--- src/rtl/sum_acc_pkg.sv ---
// Shared types and default widths for the sum accumulator.
// The saturating build is selected by defining SUM_ACC_SATURATE_EN.
package sum_acc_pkg;

  localparam int SUM_DATA_W = 4;
  localparam int SUM_ACC_W  = 8;
  localparam int SUM_CNT_W  = 8;

  typedef enum logic {
    FILL = 1'b0,
    DONE = 1'b1
  } sum_state_e;

endpackage

--- src/rtl/sum_acc_if.sv ---
// Input sample stream and output frame total of the sum accumulator.
// Handshakes: a transfer happens on a rising edge where valid and ready are both high;
// valid never waits on ready, in_ready never looks at in_valid, and data holds while valid.
interface sum_acc_if
  import sum_acc_pkg::*;
#(
  parameter int DATA_W = SUM_DATA_W,
  parameter int ACC_W  = SUM_ACC_W
);

  logic [DATA_W-1:0]    in_sum;
  logic                 in_valid;
  logic                 in_ready;
  logic                 clear;
  logic [ACC_W-1:0]     out_total;
  logic [SUM_CNT_W-1:0] out_count;
  logic                 out_valid;
  logic                 out_ready;
  logic                 overflow;

  modport master (
    output in_sum, in_valid, clear, out_ready,
    input  in_ready, out_total, out_count, out_valid, overflow
  );

  modport slave (
    input  in_sum, in_valid, clear, out_ready,
    output in_ready, out_total, out_count, out_valid, overflow
  );

endinterface

--- src/rtl/sum_acc_frame_ctr.sv ---
// Frame sample counter: counts accepted samples and wraps to zero on the
// sample that completes the frame; tc_o flags the last slot of the frame.
module sum_acc_frame_ctr
  import sum_acc_pkg::*;
#(
  parameter int FRAME_LEN = 4,
  parameter int CNT_W     = SUM_CNT_W
) (
  input  logic             clk,
  input  logic             rst,
  input  logic             clr_i,
  input  logic             inc_i,
  output logic [CNT_W-1:0] cnt_o,
  output logic             tc_o
);

  localparam logic [CNT_W-1:0] TC_VAL = CNT_W'(FRAME_LEN - 1);

  logic [CNT_W-1:0] cnt_q;
  logic [CNT_W-1:0] cnt_d;

  assign tc_o  = (cnt_q == TC_VAL);
  assign cnt_o = cnt_q;

  always_comb begin
    cnt_d = cnt_q;
    if (clr_i) begin
      cnt_d = '0;
    end else if (inc_i) begin
      cnt_d = tc_o ? '0 : cnt_q + CNT_W'(1);
    end
  end

  always_ff @(posedge clk or posedge rst) begin
    if (rst) begin
      cnt_q <= '0;
    end else begin
      cnt_q <= cnt_d;
    end
  end

endmodule

--- src/rtl/sum_accumulator.sv ---
// Accumulates FRAME_LEN input samples into one frame total and holds it until taken.
// SUM_ACC_SATURATE_EN: clamp the total at all-ones and raise a sticky overflow; otherwise wrap.
module sum_accumulator
  import sum_acc_pkg::*;
#(
  parameter int DATA_W    = SUM_DATA_W,
  parameter int ACC_W     = SUM_ACC_W,
  parameter int FRAME_LEN = 4
) (
  input  logic       clk,
  input  logic       rst,
  sum_acc_if.slave   bus,
  output sum_state_e dbg_state_o
);

  sum_state_e           state_q;
  logic [ACC_W-1:0]     acc_q;
  logic [ACC_W-1:0]     acc_d;
  logic [ACC_W-1:0]     total_q;
  logic                 valid_q;
  logic                 ovf_q;
  logic                 ovf_set;
  logic                 accept;
  logic                 last;
  logic [DATA_W-1:0]    sample;
  logic [SUM_CNT_W-1:0] cnt;

  assign sample      = bus.in_sum;
  assign bus.in_ready = (state_q == FILL) && !bus.clear && !rst;
  assign accept      = bus.in_valid && bus.in_ready;

`ifdef SUM_ACC_SATURATE_EN
  localparam int SUM_W = ACC_W + 1;
  logic [ACC_W:0] sum_w;

  // Once clamped, further adds carry again, so acc stays at all-ones for the frame.
  assign sum_w   = {1'b0, acc_q} + SUM_W'(sample);
  assign ovf_set = sum_w[ACC_W];
  assign acc_d   = sum_w[ACC_W] ? '1 : sum_w[ACC_W-1:0];
`else
  assign ovf_set = 1'b0;
  assign acc_d   = acc_q + ACC_W'(sample);
`endif

  sum_acc_frame_ctr #(
    .FRAME_LEN (FRAME_LEN),
    .CNT_W     (SUM_CNT_W)
  ) u_frame_ctr (
    .clk   (clk),
    .rst   (rst),
    .clr_i (bus.clear),
    .inc_i (accept),
    .cnt_o (cnt),
    .tc_o  (last)
  );

  // clear outranks both accept and the output handshake; out_total survives it.
  always_ff @(posedge clk or posedge rst) begin
    if (rst) begin
      state_q <= FILL;
      acc_q   <= '0;
      total_q <= '0;
      valid_q <= 1'b0;
      ovf_q   <= 1'b0;
    end else if (bus.clear) begin
      state_q <= FILL;
      acc_q   <= '0;
      valid_q <= 1'b0;
      ovf_q   <= 1'b0;
    end else begin
      case (state_q)
        FILL: begin
          if (accept) begin
            if (ovf_set) begin
              ovf_q <= 1'b1;
            end
            if (last) begin
              total_q <= acc_d;
              acc_q   <= '0;
              valid_q <= 1'b1;
              state_q <= DONE;
            end else begin
              acc_q <= acc_d;
            end
          end
        end
        DONE: begin
          if (valid_q && bus.out_ready) begin
            valid_q <= 1'b0;
            ovf_q   <= 1'b0;
            state_q <= FILL;
          end
        end
        default: state_q <= FILL;
      endcase
    end
  end

  assign bus.out_total = total_q;
  assign bus.out_count = cnt;
  assign bus.out_valid = valid_q;
  assign bus.overflow  = ovf_q;
  assign dbg_state_o   = state_q;

  a_no_ready_in_done: assert property (
    @(posedge clk) disable iff (rst) valid_q |-> !bus.in_ready
  );

  a_total_held: assert property (
    @(posedge clk) disable iff (rst)
      (valid_q && !bus.out_ready && !bus.clear) |=> (valid_q && $stable(total_q))
  );

endmodule

--- src/flat_wrapper.sv ---
// flat-port wrapper written by rule: the top's interface ports become plain ports
module sum_accumulator_flat import sum_acc_pkg::*;
#(
  parameter int DATA_W    = SUM_DATA_W,
  parameter int ACC_W     = SUM_ACC_W,
  parameter int FRAME_LEN = 4
)
  (clk, rst, dbg_state_o, bus_in_sum, bus_in_valid, bus_clear, bus_out_ready, bus_in_ready, bus_out_total, bus_out_count, bus_out_valid, bus_overflow);
  sum_acc_if #(.DATA_W(DATA_W), .ACC_W(ACC_W)) bus_i ();
  input  logic clk;
  input  logic rst;
  output sum_state_e dbg_state_o;
  input wire logic [$bits(bus_i.in_sum)-1:0] bus_in_sum;
  input wire logic [$bits(bus_i.in_valid)-1:0] bus_in_valid;
  input wire logic [$bits(bus_i.clear)-1:0] bus_clear;
  input wire logic [$bits(bus_i.out_ready)-1:0] bus_out_ready;
  output wire logic [$bits(bus_i.in_ready)-1:0] bus_in_ready;
  output wire logic [$bits(bus_i.out_total)-1:0] bus_out_total;
  output wire logic [$bits(bus_i.out_count)-1:0] bus_out_count;
  output wire logic [$bits(bus_i.out_valid)-1:0] bus_out_valid;
  output wire logic [$bits(bus_i.overflow)-1:0] bus_overflow;
  assign bus_i.in_sum = bus_in_sum;
  assign bus_i.in_valid = bus_in_valid;
  assign bus_i.clear = bus_clear;
  assign bus_i.out_ready = bus_out_ready;
  assign bus_in_ready = bus_i.in_ready;
  assign bus_out_total = bus_i.out_total;
  assign bus_out_count = bus_i.out_count;
  assign bus_out_valid = bus_i.out_valid;
  assign bus_overflow = bus_i.overflow;
  sum_accumulator #(.DATA_W(DATA_W), .ACC_W(ACC_W), .FRAME_LEN(FRAME_LEN)) u_core (.clk(clk), .rst(rst), .bus(bus_i), .dbg_state_o(dbg_state_o));
endmodule
--- config.mk ---
export PLATFORM = sky130hd
export DESIGN_NAME = sum_accumulator_flat
export DESIGN_NICKNAME = d
export VERILOG_FILES = /design/src/rtl/sum_acc_pkg.sv /design/src/rtl/sum_acc_if.sv /design/src/rtl/sum_acc_frame_ctr.sv /design/src/rtl/sum_accumulator.sv /design/src/flat_wrapper.sv
export SDC_FILE = /design/constraint.sdc
export NUM_CORES = 1
export LEC_CHECK = 0
export BUFFER_PORTS_ARGS = -buffer_cell sky130_fd_sc_hd__buf_2
export CORE_ASPECT_RATIO = 0.8
export CORE_MARGIN = 5
export CORE_UTILIZATION = 29
export DETAILED_ROUTE_END_ITERATION = 12
export PLACE_DENSITY = 0.58
export SYNTH_ARGS = -nofsm -noshare
export SYNTH_HDL_FRONTEND = slang
export SYNTH_SLANG_ARGS = --single-unit
--- constraint.sdc ---
create_clock -name clk -period 1.84 [get_ports clk]
set_input_delay 0.368 -clock clk [delete_from_list [all_inputs] [get_ports clk]]
set_output_delay 0.368 -clock clk [all_outputs]
set_load 0.02 [all_outputs]
==> results.sh <==
export IMPL_path_max_fanout=8
export IMPL_place_gp_congestion=0.796
export IMPL_rows=22
export IMPL_highest_layer="met4"
export IMPL_peakVddDrop_uv=252
export IMPL_core_area_sq_mm=0.00468
export IMPL_p_sw_mw=0.311
export IMPL_hold_viol=0
export IMPL_overflow=0
export IMPL_combPwrFrac=0.174
export IMPL_first_pass_iters=4
export IMPL_finish_utilization=0.399
export IMPL_r2r_end="u_core.bus.out_total[4]$_DFFE_PP0P_"
export IMPL_portBuffers=27
export IMPL_critical_path_class="reg -> reg"
export IMPL_synth_top_area_cell="dfrtp_1"
export IMPL_path_cells="or4b_4 > and4b_4 > mux2_2"
export IMPL_relSlewSlack=0.583
export IMPL_syn_nets=145
export IMPL_drt_antenna_violating_nets=0
export IMPL_tns_ns=0
export IMPL_synth_edf_count=0
export IMPL_pwr_share_seq=0.511
export IMPL_ys_seq_area_frac=0.458
export IMPL_yosysWarnings=0
export IMPL_synth_xor_area_share=0.0493
export IMPL_grt_pass1_wl_microns=5900
export IMPL_synthArstFlopShare=1.00
export IMPL_antenna_found_initial=0
export IMPL_worstReg2RegStart="u_core.dbg_state_o$_DFF_PP0_"
export IMPL_synthAdderAreaFrac=0.0581
export IMPL_hpwl_microns=2660
export IMPL_layout_min_cycle_time_ns=1.80
export IMPL_startpoint_type="flip-flop"
export IMPL_grt_max_degree=21
export IMPL_slew_viol_final=0
export IMPL_crit_path_start="u_core.dbg_state_o$_DFF_PP0_"
export IMPL_chipHeight_microns=72.6
export IMPL_cp_required_ns=2.00
export IMPL_vias_per_cell=4.97
export IMPL_dr_wl_met2_microns=1620
export IMPL_num_nets_final=195
export IMPL_first_global_vias=1262
export IMPL_pwr_share_clk=0.315
export IMPL_io_pins=29
export IMPL_min_period_over_period=0.980
export IMPL_clock_latency_ns=0.27
export IMPL_cts_clk_slew_worst_paths_ns=0.09
export IMPL_switching_share=0.262
export IMPL_yosys_area_share_simple=0.148
export IMPL_p_per_area_mw_per_mm2=636
export IMPL_clock_path_buffers=2
export IMPL_fillers=456
export IMPL_drive_gt1_frac=0.413
export IMPL_tightest_slew_ns=0.623
export IMPL_synth_seq_cells=26
export IMPL_route_detailed_drc=0
export IMPL_reg2reg_slack_ns=0.04
export IMPL_layout_common_cells="buf_2, dfrtp_1, buf_4"
export IMPL_cp_slowest_cell="or4b_4"
export IMPL_dp_cells=233
export IMPL_synth_area_top_cells="dfrtp_1, mux2_2, ha_1"
export IMPL_cts_root_buf="clkbuf_8"
export IMPL_slowest_delay_ns=0.48
export IMPL_outcome="completed"
export IMPL_p_leak_nw=0.928
export IMPL_hold_class="in -> async"
export IMPL_synth_avg_cell_area_sq_um=10.9
export IMPL_tritoncts="done"
export IMPL_arrival_ns=1.96
export IMPL_synth_top_family_by_area="compound AO/OA/AOI/OAI gates"
export IMPL_wl_per_cell_microns=14.6
export IMPL_fmaxAchievable_mhz=555
export IMPL_wl_microns=3490
export IMPL_finalNonFillerCells=239
export IMPL_numCtsBuffers=3
export IMPL_synth_compound_area_frac=0.188
export IMPL_end_kind="flip-flop"
export IMPL_htree_num_levels=1
export IMPL_netlist_instances=130
export IMPL_dr_total_vias=1187
export IMPL_syn_to_final_growth_pct=31.3
export IMPL_drt_initial_drc_count=90
export IMPL_worstSetupEndpoint="u_core.bus.out_total[4]$_DFFE_PP0P_"
export IMPL_layout_commonest_cell="buf_2"
export IMPL_dieArea_sq_mm=0.00641
export IMPL_diodes=0
export IMPL_ff2ff_path_depth=3
export IMPL_rsz0062_at_grt="yes"
export IMPL_cts_sinks=26
export IMPL_ys_flop_type="dfrtp_1"
export IMPL_grt_usage=0.115
export IMPL_dr_wl_met3_microns=128
export IMPL_initial_core_util=0.304
export IMPL_internal_power_mw=0.876
export IMPL_wl_met1_microns=1700
export IMPL_netlist_area_leader_share=0.458
export IMPL_cap_violations=0
export IMPL_syn_area_sq_mm=0.00142
export IMPL_skew_ns=0.00179
export IMPL_setup_violations=0
export IMPL_dieWidth_microns=88.3
export IMPL_synth_cell_types=44
export IMPL_synthMuxAreaShare=0.0625
==> cell families after synthesis <==
logic type | count (synthesis)
AO/OA/AOI/OAI | 38
AND/OR/NAND/NOR | 34
flip-flops | 26
buffers and inverters | 9
XOR/XNOR | 8
multiplexers | 8
adder cells (fa/ha/maj) | 6
other | 1
==> cells in the mapped netlist (all sizes together) (2+ instances only) <==
cell type  instances
dfrtp             26
nor2              10
mux2               7
o21ai              7
a21oi              6
a22o               5
a31oi              5
ha                 5
inv                5
xor2               5
nand2              4
buf                3
nand2b             3
xnor2              3
a211oi             2
a21o               2
a31o               2
and2               2
and3               2
o2111ai            2
o211ai             2
or3b               2
==> state kept, by name, indices dropped and copies added, names as in the netlist <==
name and cells:
u_core.acc_q 8, u_core.bus.out_total 8, u_core.u_frame_ctr.cnt_o 8, u_core.bus.out_valid 1, u_core.dbg_state_o 1
==> power by group through the flow <==
| stage | Sequential [mW] | Combinational [mW] | Clock [mW] |
|---|---|---|---|
| final | 0.606 | 0.207 | 0.374 |
| after global routing | 0.609 | 0.230 | 0.415 |
| after CTS | 0.605 | 0.204 | 0.389 |
| after detailed placement | 0.617 | 0.196 | 0 |
| after global placement | 0.616 | 0.192 | 0 |
| after floorplan | 0.629 | 0.0995 | 0 |
==> repair_timing <==
action	CTS	global route
setup endpoints to repair	3	11
gates cloned	0	0
hold buffers	0	0
pin swaps	1	3
resized for setup	1	8
buffers inserted	2	0
==> worst min path at each step <==
stage	from	to	slack, ns	cells after the start
2_1_floorplan	rst	u_core.acc_q[0]$_DFFE_PP0P_	0.41	1
3_3_place_gp	rst	u_core.u_frame_ctr.cnt_o[3]$_DFFE_PP0P_	0.48	3
3_5_place_dp	rst	u_core.u_frame_ctr.cnt_o[4]$_DFFE_PP0P_	0.49	3
4_1_cts	rst	u_core.u_frame_ctr.cnt_o[4]$_DFFE_PP0P_	0.19	3
5_1_grt	rst	u_core.u_frame_ctr.cnt_o[4]$_DFFE_PP0P_	0.21	3
6_report	rst	u_core.u_frame_ctr.cnt_o[4]$_DFFE_PP0P_	0.20	3
==> layer usage <==
layer	GRT usage	vias up
li1	-	579
met1	0.163	582
met2	0.178	24
met3	0.0181	2
met4	0.0403	0
met5	0	-
==> final cells by class <==
type / count / area (sq um) / area share
Multi-Input combinational cell: 95 / 752 / 0.403
Sequential cell: 26 / 652 / 0.349
Timing Repair Buffer: 49 / 313 / 0.168
Tap cell: 60 / 75.1 / 0.0402
Clock buffer: 4 / 55.1 / 0.0295
Inverter: 5 / 18.8 / 0.0101
==> stage by stage <==
| stage | power (mW) | hold slack [ns] | setup WS [ns] | cell area [sq um] |
|---|---|---|---|---|
| 6_report | 1.19 | 0.201 | 0.0375 | 1870 |
| 5_1_grt | 1.25 | 0.213 | -0.00628 | 1870 |
| 4_1_cts | 1.20 | 0.190 | 0.00924 | 1840 |
| 3_5_place_dp | 0.813 | 0.490 | -0.168 | 1770 |
| 3_3_place_gp | 0.808 | 0.482 | -0.126 | 1770 |
| 2_1_floorplan | 0.729 | 0.408 | -0.00834 | 1430 |
==> worst max-delay path, delay by kind of cell (launching register included) <==
kind | cells | cell delay, ns
DFF | 1 | 0.42
muxes | 1 | 0.36
and+or+nand+nor | 2 | 0.91
(Power assumes the default switching activity.)
